--- config.mk ---
export PLATFORM = sky130hd
export DESIGN_NAME = audio_mixer
export DESIGN_NICKNAME = d
export VERILOG_FILES = /design/src/rtl/audio_mixer.sv
export SDC_FILE = /design/constraint.sdc
export NUM_CORES = 1
export LEC_CHECK = 0
export BUFFER_PORTS_ARGS = -buffer_cell sky130_fd_sc_hd__buf_2
export CAP_MARGIN = 20
export CORE_MARGIN = 5
export CORE_UTILIZATION = 24
export CTS_CLUSTER_DIAMETER = 100
export CTS_CLUSTER_SIZE = 28
export DETAILED_ROUTE_END_ITERATION = 10
export PLACE_DENSITY = 0.37
export SKIP_LAST_GASP = 1
export SYNTH_ARGS = -nofsm -noshare
export SYNTH_HDL_FRONTEND = slang
export SYNTH_SLANG_ARGS = --single-unit
--- constraint.sdc ---
create_clock -name clk32 -period 8.31 [get_ports clk32]
set_input_delay 0.831 -clock clk32 [delete_from_list [all_inputs] [get_ports clk32]]
set_output_delay 0.831 -clock clk32 [all_outputs]
set_load 0.01 [all_outputs]
--- src/rtl/audio_mixer.sv ---
// Four-channel gain-scaled saturating mixer: one shared multiplier, mix started by the synchronised codec sample clock.
// Outputs update 5 cycles after the start edge and hold until the next mix; a start while busy is dropped and flagged as overrun.
module audio_mixer #(
  parameter int CH_W   = 16,
  parameter int GAIN_W = 8,
  parameter int UNITY  = 128
) (
  input  logic                   clk32,
  input  logic                   rst,
  input  logic signed [CH_W-1:0] channel_a_i,
  input  logic signed [CH_W-1:0] channel_b_i,
  input  logic signed [CH_W-1:0] channel_c_i,
  input  logic signed [CH_W-1:0] channel_d_i,
  input  logic                   sample_clk_i,
  input  logic                   cfg_wr_i,
  input  logic [1:0]             cfg_addr_i,
  input  logic [GAIN_W-1:0]      cfg_data_i,
  input  logic                   mute_i,
  input  logic                   ovr_clr_i,
  output logic signed [CH_W-1:0] left_o,
  output logic signed [CH_W-1:0] right_o,
  output logic                   mix_valid_o,
  output logic                   busy_o,
  output logic                   overrun_o
);

  localparam int PROD_W = CH_W + GAIN_W + 1;
  localparam int ACC_W  = CH_W + 3;
  localparam logic signed [ACC_W-1:0] MAX_V = ACC_W'((2 ** (CH_W - 1)) - 1);
  localparam logic signed [ACC_W-1:0] MIN_V = ~MAX_V;

  typedef enum logic [2:0] {IDLE, MUL_A, MUL_C, MUL_B, MUL_D, SAT} state_t;

  state_t                   state;
  logic                     sync1, sync2, sync3;
  logic                     start;
  logic [GAIN_W-1:0]        gain [4];
  logic signed [CH_W-1:0]   hold_ch [4];
  logic [GAIN_W-1:0]        hold_g [4];
  logic signed [ACC_W-1:0]  acc_l, acc_r;
  logic signed [CH_W-1:0]   mul_ch;
  logic [GAIN_W-1:0]        mul_g;
  logic signed [PROD_W-1:0] prod;
  logic signed [ACC_W-1:0]  scaled;

  assign start = sync2 & ~sync3;

  function automatic logic signed [CH_W-1:0] saturate(input logic signed [ACC_W-1:0] v);
    if (v > MAX_V)      return MAX_V[CH_W-1:0];
    else if (v < MIN_V) return MIN_V[CH_W-1:0];
    else                return v[CH_W-1:0];
  endfunction

  // Holding-register index 0..3 = A, B, C, D; the state picks the operand pair.
  always_comb begin
    mul_ch = hold_ch[0];
    mul_g  = hold_g[0];
    case (state)
      MUL_C:   begin mul_ch = hold_ch[2]; mul_g = hold_g[2]; end
      MUL_B:   begin mul_ch = hold_ch[1]; mul_g = hold_g[1]; end
      MUL_D:   begin mul_ch = hold_ch[3]; mul_g = hold_g[3]; end
      default: begin mul_ch = hold_ch[0]; mul_g = hold_g[0]; end
    endcase
  end

  assign prod   = mul_ch * $signed({1'b0, mul_g});
  assign scaled = ACC_W'(prod >>> (GAIN_W - 1));

  always_ff @(posedge clk32 or posedge rst) begin
    if (rst) begin
      sync1 <= 1'b0;
      sync2 <= 1'b0;
      sync3 <= 1'b0;
    end else begin
      sync1 <= sample_clk_i;
      sync2 <= sync1;
      sync3 <= sync2;
    end
  end

  always_ff @(posedge clk32 or posedge rst) begin
    if (rst) begin
      for (int i = 0; i < 4; i++) gain[i] <= GAIN_W'(UNITY);
    end else if (cfg_wr_i) begin
      gain[cfg_addr_i] <= cfg_data_i;
    end
  end

  always_ff @(posedge clk32 or posedge rst) begin
    if (rst) begin
      state       <= IDLE;
      acc_l       <= '0;
      acc_r       <= '0;
      left_o      <= '0;
      right_o     <= '0;
      mix_valid_o <= 1'b0;
      busy_o      <= 1'b0;
      overrun_o   <= 1'b0;
      for (int i = 0; i < 4; i++) begin
        hold_ch[i] <= '0;
        hold_g[i]  <= '0;
      end
    end else begin
      mix_valid_o <= 1'b0;
      // Set beats clear when both land in the same cycle.
      if (start && state != IDLE) overrun_o <= 1'b1;
      else if (ovr_clr_i)         overrun_o <= 1'b0;
      case (state)
        IDLE: if (start) begin
          hold_ch[0] <= channel_a_i;
          hold_ch[1] <= channel_b_i;
          hold_ch[2] <= channel_c_i;
          hold_ch[3] <= channel_d_i;
          for (int i = 0; i < 4; i++) hold_g[i] <= gain[i];
          busy_o <= 1'b1;
          state  <= MUL_A;
        end
        MUL_A: begin acc_l <= scaled;         state <= MUL_C; end
        MUL_C: begin acc_l <= acc_l + scaled; state <= MUL_B; end
        MUL_B: begin acc_r <= scaled;         state <= MUL_D; end
        MUL_D: begin acc_r <= acc_r + scaled; state <= SAT;   end
        SAT: begin
          left_o      <= mute_i ? '0 : saturate(acc_l);
          right_o     <= mute_i ? '0 : saturate(acc_r);
          mix_valid_o <= 1'b1;
          busy_o      <= 1'b0;
          state       <= IDLE;
        end
        default: state <= IDLE;
      endcase
    end
  end

endmodule
==> results of run 1 <==
==> registers in the layout (all words and copies together), names as in the netlist, 3 cells and up <==
register	count
gain	32
hold_g	32
hold_ch	64
right_o	16
state	3
acc_l	19
left_o	16
acc_r	19
==> critical path: cells and delay by family, from the launching register on <==
family	cells	cell delay, ns
AOI/OAI and AO/OA	11	2.04
adders and majority gates	6	2.68
buffers and inverters	7	0.89
DFF	1	0.47
muxes	1	0.21
and+or+nand+nor	7	1.45
==> final cells by class <==
type / count / area, sq um / area share, %
clock inverter: 4 / 70.1 / 0.404
timing repair buffer: 179 / 1160 / 6.68
inverter: 164 / 623 / 3.59
clock buffer: 20 / 414 / 2.39
tap: 790 / 988 / 5.70
multi-input combinational: 1060 / 8890 / 51.3
sequential: 207 / 5190 / 29.9
==> timing repair <==
action                     CTS  global route
resized for setup            0            19
setup endpoints to repair    0             3
setup buffers                0             2
==> worst min path at each step <==
stage	slack, ns	to
after floorplan	0.33	sync2$_DFF_PP0_
after global placement	0.35	sync2$_DFF_PP0_
after detailed placement	0.34	sync2$_DFF_PP0_
after CTS	0.37	sync2$_DFF_PP0_
after global routing	0.38	sync2$_DFF_PP0_
final	0.36	sync2$_DFF_PP0_
==> synth_stat cells, types with 4 or more instances <==
| cell type | count | share of area, % |
|---|---|---|
| a21o_1 | 30 | 1.5 |
| a221oi_1 | 18 | 1.1 |
| a31oi_1 | 13 | 0.55 |
| a221o_1 | 18 | 1.2 |
| or3_1 | 4 | 0.17 |
| ha_1 | 88 | 7.4 |
| o21bai_1 | 6 | 0.30 |
| o22ai_1 | 8 | 0.34 |
| nor2b_1 | 4 | 0.17 |
| xnor2_1 | 35 | 2.1 |
| nor3_1 | 19 | 0.64 |
| buf_1 | 9 | 0.23 |
| nand2b_1 | 10 | 0.42 |
| nor2_1 | 153 | 3.9 |
| nand2_1 | 172 | 4.4 |
| mux2i_1 | 25 | 1.7 |
| xor2_1 | 12 | 0.71 |
| fa_1 | 103 | 14 |
| o21ai_0 | 59 | 2.0 |
| a22oi_1 | 8 | 0.41 |
| mux2_2 | 131 | 10 |
| a21oi_1 | 61 | 2.1 |
| dfrtp_1 | 203 | 34 |
| nand3_1 | 13 | 0.44 |
| and2_1 | 4 | 0.17 |
| clkbuf_1 | 38 | 0.96 |
| inv_1 | 164 | 4.2 |
| dfstp_2 | 4 | 0.71 |
| o21a_1 | 7 | 0.35 |
| a211oi_1 | 6 | 0.30 |
==> cells by family (layout without fill, tap and decap cells) <==
family	count (synthesis)	count (layout)	synth area share (%)
XOR/XNOR	47	47	2.78
multiplexers	156	156	11.7
buffers and inverters	214	367	5.49
AND/OR/NAND/NOR	395	395	11.2
AO/OA/AOI/OAI	271	271	12.5
flip-flops	207	207	35.0
adder cells (fa/ha/maj)	191	191	21.4
==> metal layers <==
metal	wire [um]	track usage (%)
met5	0	0
met4	592	1.81
met3	1350	1.88
met2	18800	19.9
met1	19400	16.4
==> per-stage QoR <==
step | worst slack (ns) | instance area (sq um)
final | 0.470 | 17300
after global routing | 0.00894 | 17300
after CTS | 0.262 | 17200
after detailed placement | 0.292 | 16700
after global placement | 0.424 | 16700
after floorplan | 0.308 | 14800
==> flow_summary.json, run 1 <==
{
  "status": "finished clean",
  "grtUsageTotal_pct": 11.8,
  "netlist_area_sq_um": 14800,
  "drt-vias-per-instance": 4.43,
  "gp_congestion": 0.821,
  "startpoint_type": "flip-flop",
  "avgSynthCellArea_sq_um": 10.0,
  "slew_violations": 0,
  "fillCellCount": 6509,
  "numCtsBuffers": 14,
  "fin_crit_sh_pct": 94.3,
  "clock_sinks": 207,
  "layout_commonest_cell": "dfrtp_1",
  "drc_errors": 0,
  "max_stage_delay_ns": 0.52,
  "core_area_sq_um": 61400,
  "antenna_found_initial": 0,
  "placement.io_buffers": 114,
  "grt_overflow": 0,
  "postCtsHoldBufs": 0,
  "dr.pass1.iters": 5,
  "fp-row-count": 91,
  "slew-limit-headroom_pct": 31.6,
  "reg2reg_from": "state[1]$_DFFE_PP0P_",
  "drive_above_1_share_pct": 22.6,
  "worst_pin_slew_ns": 1.03,
  "fin_skew_ns": 0.0345,
  "critPathCaptureType": "flip-flop",
  "rsz0062_at_grt": "false",
  "path_clk_slew_ns": 0.09,
  "ys_seq_area_share_pct": 35.0,
  "nets": 1897,
  "crit_type": "flip-flop to flip-flop",
  "cts_buffer_depth": 3,
  "cts_tree": "yes",
  "wl_per_cell_um": 16.5,
  "final_util_pct": 28.2,
  "die_area_sq_um": 66700,
  "setup_viol": 0,
  "dp_hpwl_mm": 31.6,
  "finalSetupTns_ns": 0,
  "grt_first_pass_wirelength_mm": 64.4,
  "cp.required_ns": 8.72,
  "synth_edf_count": 0,
  "r2r_end": "acc_l[18]$_DFFE_PP0N_",
  "ys_seq_elements": 207,
  "crit_end": "acc_l[18]$_DFFE_PP0N_",
  "cts_root_buffer": "clkbuf_16",
  "synth_nets": 1752,
  "period_needed_ns": 7.84,
  "dp.cells": 2396,
  "min_path_type": "flip-flop to flip-flop",
  "hold_viol": 0,
  "synthArstFlopShare_pct": 100,
  "htreeDepth": 1,
  "start_util_pct": 24.1,
  "finalWirelength_mm": 40.1,
  "grt_start_max_net_pins": 108,
  "maxCapViolations": 0,
  "startpoint": "state[1]$_DFFE_PP0P_",
  "num_vias": 10743,
  "grt_pass1_vias": 11357,
  "num_io_pins": 115,
  "achievable-frequency_mhz": 128,
  "diodes": 0,
  "ys_types": 66,
  "worstHoldStart": "sync1$_DFF_PP0_",
  "layout_common_cells": "dfrtp_1, nand2_1, inv_1, nor2_1, mux2_2",
  "synthFlopType": "dfrtp_1",
  "yosysWarnings": 0,
  "whs_path_depth": 0,
  "rrSetupSlack_ns": 0.47,
  "synthCells": 1481,
  "drt_iter0_markers": 486,
  "holdWs_ns": 0.363,
  "die_w_um": 258,
  "clkLatencyLatePin_ns": 0.51,
  "critPathSlowestCell": "fa_1",
  "area_growth_pct": 17.1,
  "die_h_um": 258,
  "crit_fanout": 19,
  "ant_nets": 0,
  "arrival_ns": 8.25,
  "cp_common_cell": "fa_1",
  "reg2regPathDepth": 32,
  "finalNonFillerCells": 2424
}
Power of run 1 is not shown: default switching activity piles up to over one toggle a cycle in this logic, so the estimate is an artifact.
==> run 2: changes to the inputs <==
Settings changed: CORE_UTILIZATION 24 to 55, PLACE_DENSITY 0.37 to 0.74.
Clock period 8.31 ns to 7 ns, I/O delays scaled along.
==> run 2 against run 1 <==
Effect of this change:
- the run now ends with negative setup slack left
- register-to-register slack worse by 0.97 ns
- sequential cell count stayed put
- clock skew is 0.0029 ns lower
- cell count is 8.9% lower
- critical path type unchanged
- largest cell class unchanged
- highest routed layer unchanged
==> flow_summary.json, run 2 (synthesis gave the netlist of run 1 again) <==
{
  "dp_hpwl_mm": 30.6,
  "crit_fanout": 7,
  "clock_sinks": 207,
  "finalInstanceArea_sq_um": 19300,
  "dr.pass1.iters": 8,
  "arrival_ns": 7.90,
  "postCtsHoldBufs": 0,
  "critPathSlowestCell": "fa_1",
  "post-place-ws_ns": -0.635,
  "critPathCaptureType": "flip-flop",
  "ant_nets": 0,
  "top_regs": "hold_ch: 64 flops, gain: 32 flops, hold_g: 32 flops",
  "htreeDepth": 1,
  "crit_type": "flip-flop to flip-flop",
  "num_io_pins": 115,
  "whs_path_depth": 1,
  "status": "finished with violations",
  "path_delay_family": "adder cells",
  "die_h_um": 174,
  "regMostFlops": "hold_ch",
  "largest_register_ffs": 64,
  "holdWs_ns": 0.317,
  "startpoint_type": "flip-flop",
  "grtUsageTotal_pct": 26.7,
  "hold_end": "sync1$_DFF_PP0_",
  "grt_first_pass_wirelength_mm": 66.1,
  "gp_congestion": 0.947,
  "path_buf_inv": 8,
  "core_area_sq_um": 26700,
  "slew_violations": 0,
  "cts_buffer_depth": 3,
  "dpl-instance-area_sq_um": 17700,
  "setup_viol": 19,
  "grt_start_max_net_pins": 132,
  "violations": "negative setup slack",
  "rrSetupSlack_ns": -0.50,
  "reg2reg_from": "state[0]$_DFFE_PP0P_",
  "rsz0062_at_grt": "true",
  "cp.required_ns": 7.40,
  "grt_overflow": 0,
  "numCtsBuffers": 12,
  "path_clk_slew_ns": 0.10,
  "num_vias": 12516,
  "die_area_sq_um": 30300,
  "clkLatencyLatePin_ns": 0.49,
  "grt_pass1_vias": 13047,
  "fin_skew_ns": 0.0315,
  "cts_root_buffer": "clkbuf_16",
  "drive_above_1_share_pct": 38.8,
  "diodes": 0,
  "drc_errors": 0,
  "finalSetupTns_ns": -3.76,
  "worst_pin_slew_ns": 0.932,
  "fin_crit_sh_pct": 107,
  "drt-vias-per-instance": 5.67,
  "maxCapViolations": 0,
  "nets": 2133,
  "achievable-frequency_mhz": 133,
  "layout_commonest_cell": "buf_4",
  "start_util_pct": 55.4,
  "cp_common_cell": "buf_4",
  "layout_common_cells": "buf_4, dfrtp_1, nand2_1, inv_1, nor2_1",
  "drt_iter0_markers": 762,
  "min_path_type": "primary input to flip-flop",
  "cts_tree": "yes",
  "antenna_found_initial": 0,
  "hold_viol": 0,
  "placement.io_buffers": 114,
  "max_stage_delay_ns": 0.54,
  "worstHoldStart": "sample_clk_i",
  "wl_per_cell_um": 18.8,
  "reg2regPathDepth": 34,
  "fin_ws_ns": -0.498,
  "die_w_um": 174,
  "area_growth_pct": 30.7,
  "r2r_end": "acc_l[18]$_DFFE_PP0N_",
  "slew-limit-headroom_pct": 37.9,
  "period_needed_ns": 7.50,
  "finalWirelength_mm": 41.6,
  "fp-row-count": 60
}
-- run 2: changes by cell type in the layout (fill, tap and decap cells not counted), moves of 9 or more --
cell / change
a21oi_1: -18
a21oi_2: +15
buf_6: +15
nand2_1: -9
o21ai_0: -10
ha_1: -18
buf_4: +224
ha_4: +15
-- run 2: metrics by stage --
stage | util [%] | std cells
2_1_floorplan | - | 1481
3_3_place_gp | 66.1 | 2122
3_5_place_dp | 66.1 | 2122
4_1_cts | 70.4 | 2184
5_1_grt | 72.4 | 2209
6_report | 72.4 | 2209
-- run 2: worst max path at each step --
stage,startpoint,to,depth (start not counted)
2_1_floorplan,state[0]$_DFFE_PP0P_,acc_l[18]$_DFFE_PP0N_,31
3_3_place_gp,state[2]$_DFFE_PP0P_,acc_l[18]$_DFFE_PP0N_,30
3_5_place_dp,state[1]$_DFFE_PP0P_,acc_l[18]$_DFFE_PP0N_,30
4_1_cts,state[1]$_DFFE_PP0P_,acc_l[18]$_DFFE_PP0N_,30
5_1_grt,state[0]$_DFFE_PP0P_,acc_l[18]$_DFFE_PP0N_,33
6_report,state[0]$_DFFE_PP0P_,acc_l[18]$_DFFE_PP0N_,34
-- run 2: metal layers --
layer  global-route usage (%)  wire length [um]  vias up
met3                     3.39              2070      154
met1                     32.2             16100     6142
met2                     47.8             20900      443
met4                     12.2              2530        0
li1                         -                 -     5777
met5                        0                 0        -
-- run 2: final cells by class --
class / instances / area, sq um
tap: 341 / 427
inverter: 164 / 623
sequential: 207 / 5190
multi-input combinational: 1060 / 9760
clock buffer: 16 / 337
fill: 1866 / 7380
timing repair buffer: 417 / 2960
clock inverter: 4 / 52.6
-- run 2: worst reg2reg max path: cells and delay by family (launching register included) --
kind	cells	cell delay, ns
buf+inv	8	1.21
compound gates	13	2.28
xor+xnor	1	0.10
simple gates	5	0.67
mux	1	0.27
flops	1	0.45
fa+ha+maj	6	2.43
-- run 2: what timing repair did --
action                     4_1_cts  5_1_grt
setup endpoints to repair       21       26
gates resized for setup         91       64
pin swaps                       62       58
buffers inserted                42       26
gates cloned                     0        0
Power of run 2 is left out for the same reason.
==> run 3: changes to the inputs <==
Settings changed: PLACE_DENSITY 0.74 to 0.83.
==> run 3 against run 2 <==
Effect of this change:
- the run still ends with negative setup slack left
- cell count fell by 0.41%
- cell area rose by 0.57%
- non-clock buffer count fell by 9
- die area did not move
- setup slack got worse by 0.27 ns
- count of clock-buffer cells in the layout did not move
- sequential cell count did not move
- core utilization rose by 0.41 points
- first-iteration DRC count rose by 36%
==> flow_summary.json, run 3 (synthesis gave the netlist of run 1 again) <==
{
  "dr.pass1.iters": 5,
  "path_clk_slew_ns": 0.11,
  "critPathCaptureType": "flip-flop",
  "wl_met1_mm": 16.4,
  "grtUsageTotal_pct": 27.6,
  "r2r_end": "acc_l[18]$_DFFE_PP0N_",
  "grt_pass1_vias": 13585,
  "drc_errors": 0,
  "period_needed_ns": 7.76,
  "maxCapViolations": 0,
  "max_stage_delay_ns": 0.54,
  "grt_overflow": 0,
  "status": "finished with violations",
  "placement.io_buffers": 114,
  "route.met2.wl_mm": 23.0,
  "critPathSlowestCell": "fa_1",
  "final_util_pct": 72.8,
  "drt-vias-per-instance": 5.91,
  "slew-limit-headroom_pct": 39.2,
  "die_h_um": 174,
  "layout_commonest_cell": "buf_4",
  "fin_skew_ns": 0.0270,
  "layout_common_cells": "buf_4, dfrtp_1, nand2_1, nor2_1, inv_1",
  "regArea_sq_um": 5190,
  "gp_congestion": 0.980,
  "wl_per_cell_um": 20.6,
  "cp.required_ns": 7.38,
  "postCtsHoldBufs": 0,
  "highest_layer": "met4",
  "ant_nets": 0,
  "area_growth_pct": 31.4,
  "start_util_pct": 55.4,
  "regMostFlops": "hold_ch",
  "antenna_found_initial": 0,
  "fillCellCount": 1672,
  "worstHoldStart": "sample_clk_i",
  "die_w_um": 174,
  "fin_crit_sh_pct": 111,
  "core_area_sq_um": 26700,
  "whs_path_depth": 1,
  "slew_violations": 0,
  "num_vias": 13011,
  "rsz0062_at_grt": "true",
  "crit_fanout": 5,
  "grt_start_max_net_pins": 118,
  "hold_viol": 0,
  "cts_tree": "yes",
  "fin_ws_ns": -0.764,
  "num_io_pins": 115,
  "dp_hpwl_mm": 31.0,
  "min_path_type": "primary input to flip-flop",
  "finalWirelength_mm": 45.2,
  "die_area_sq_um": 30300,
  "holdWs_ns": 0.307,
  "drive_above_1_share_pct": 39.2,
  "cts_buffer_depth": 3,
  "hold_end": "sync1$_DFF_PP0_",
  "achievable-frequency_mhz": 129,
  "fp-row-count": 60,
  "multiInputGateArea_sq_um": 9880,
  "numCtsBuffers": 12,
  "cts_root_buffer": "clkbuf_16",
  "nets": 2124,
  "reg2reg_from": "state[1]$_DFFE_PP0P_",
  "rrSetupSlack_ns": -0.76,
  "met3_length_mm": 2.75,
  "largest_register_ffs": 64,
  "top_regs": "hold_ch: 64 flops, gain: 32 flops, hold_g: 32 flops",
  "cp_common_cell": "fa_1",
  "violations": "negative setup slack",
  "crit_type": "flip-flop to flip-flop",
  "finalSetupTns_ns": -8.09,
  "startpoint_type": "flip-flop",
  "clkLatencyLatePin_ns": 0.51,
  "htreeDepth": 1,
  "worst_pin_slew_ns": 0.908,
  "setup_viol": 24,
  "diodes": 0,
  "grt_first_pass_wirelength_mm": 68.7,
  "arrival_ns": 8.14,
  "clock_sinks": 207,
  "drt_iter0_markers": 1033,
  "reg2regPathDepth": 34
}
run 3: changes by cell type in the layout (fill, tap and decap cells not counted), sizes merged:
| cell | delta |
|---|---|
| clkbuf | +2 |
| clkinv | -3 |
| inv | +3 |
| buf | -11 |
run 3: timing repair:
action | in CTS | in global routing
gates cloned | 0 | 1
buffers inserted | 46 | 27
setup endpoints to repair | 20 | 26
pin swaps | 93 | 90
gates resized for setup | 89 | 93
run 3: metal layers:
| layer | global-route usage (%) | up-vias |
|---|---|---|
| met5 | 0 | - |
| li1 | - | 5763 |
| met1 | 32.8 | 6397 |
| met3 | 3.91 | 221 |
| met4 | 13.9 | 0 |
| met2 | 48.8 | 630 |
run 3: worst max-delay path by stage:
stage / end / cells past startpoint / slack (ns) / startpoint
after global routing: acc_l[18]$_DFFE_PP0N_ / 32 / -1.03 / state[0]$_DFFE_PP0P_
after global placement: acc_l[18]$_DFFE_PP0N_ / 31 / -0.37 / state[1]$_DFFE_PP0P_
final: acc_l[18]$_DFFE_PP0N_ / 34 / -0.76 / state[1]$_DFFE_PP0P_
after detailed placement: acc_l[18]$_DFFE_PP0N_ / 31 / -0.66 / state[1]$_DFFE_PP0P_
after CTS: acc_l[18]$_DFFE_PP0N_ / 34 / -0.35 / state[1]$_DFFE_PP0P_
after floorplan: acc_l[18]$_DFFE_PP0N_ / 31 / -0.24 / state[0]$_DFFE_PP0P_
run 3: worst max-delay path, delay by kind of cell (launching register included):
family          cells  cell delay (ns)
xor+xnor            1             0.09
compound gates     10             2.31
buf+inv            10             1.08
simple gates        7             1.18
flops               1             0.41
fa+ha+maj           6             2.54
run 3: per-stage QoR:
stage          cell area, sq um  cells  worst slack [ns]
2_1_floorplan             15100   1481            -0.244
3_3_place_gp              17600   2116            -0.373
3_5_place_dp              17600   2116            -0.663
4_1_cts                   18800   2180            -0.351
5_1_grt                   19500   2200             -1.03
6_report                  19500   2200            -0.764
run 3: final cells by class:
cell class | instances | area share (%)
inverters | 164 | 3.20
multi-input cells | 1060 | 50.8
well taps | 341 | 2.19
clock buffers | 16 | 1.62
clock inverters | 4 | 0.334
flip-flops and latches | 207 | 26.7
repair buffers | 408 | 15.2
Power of run 3 is left out for the same reason.
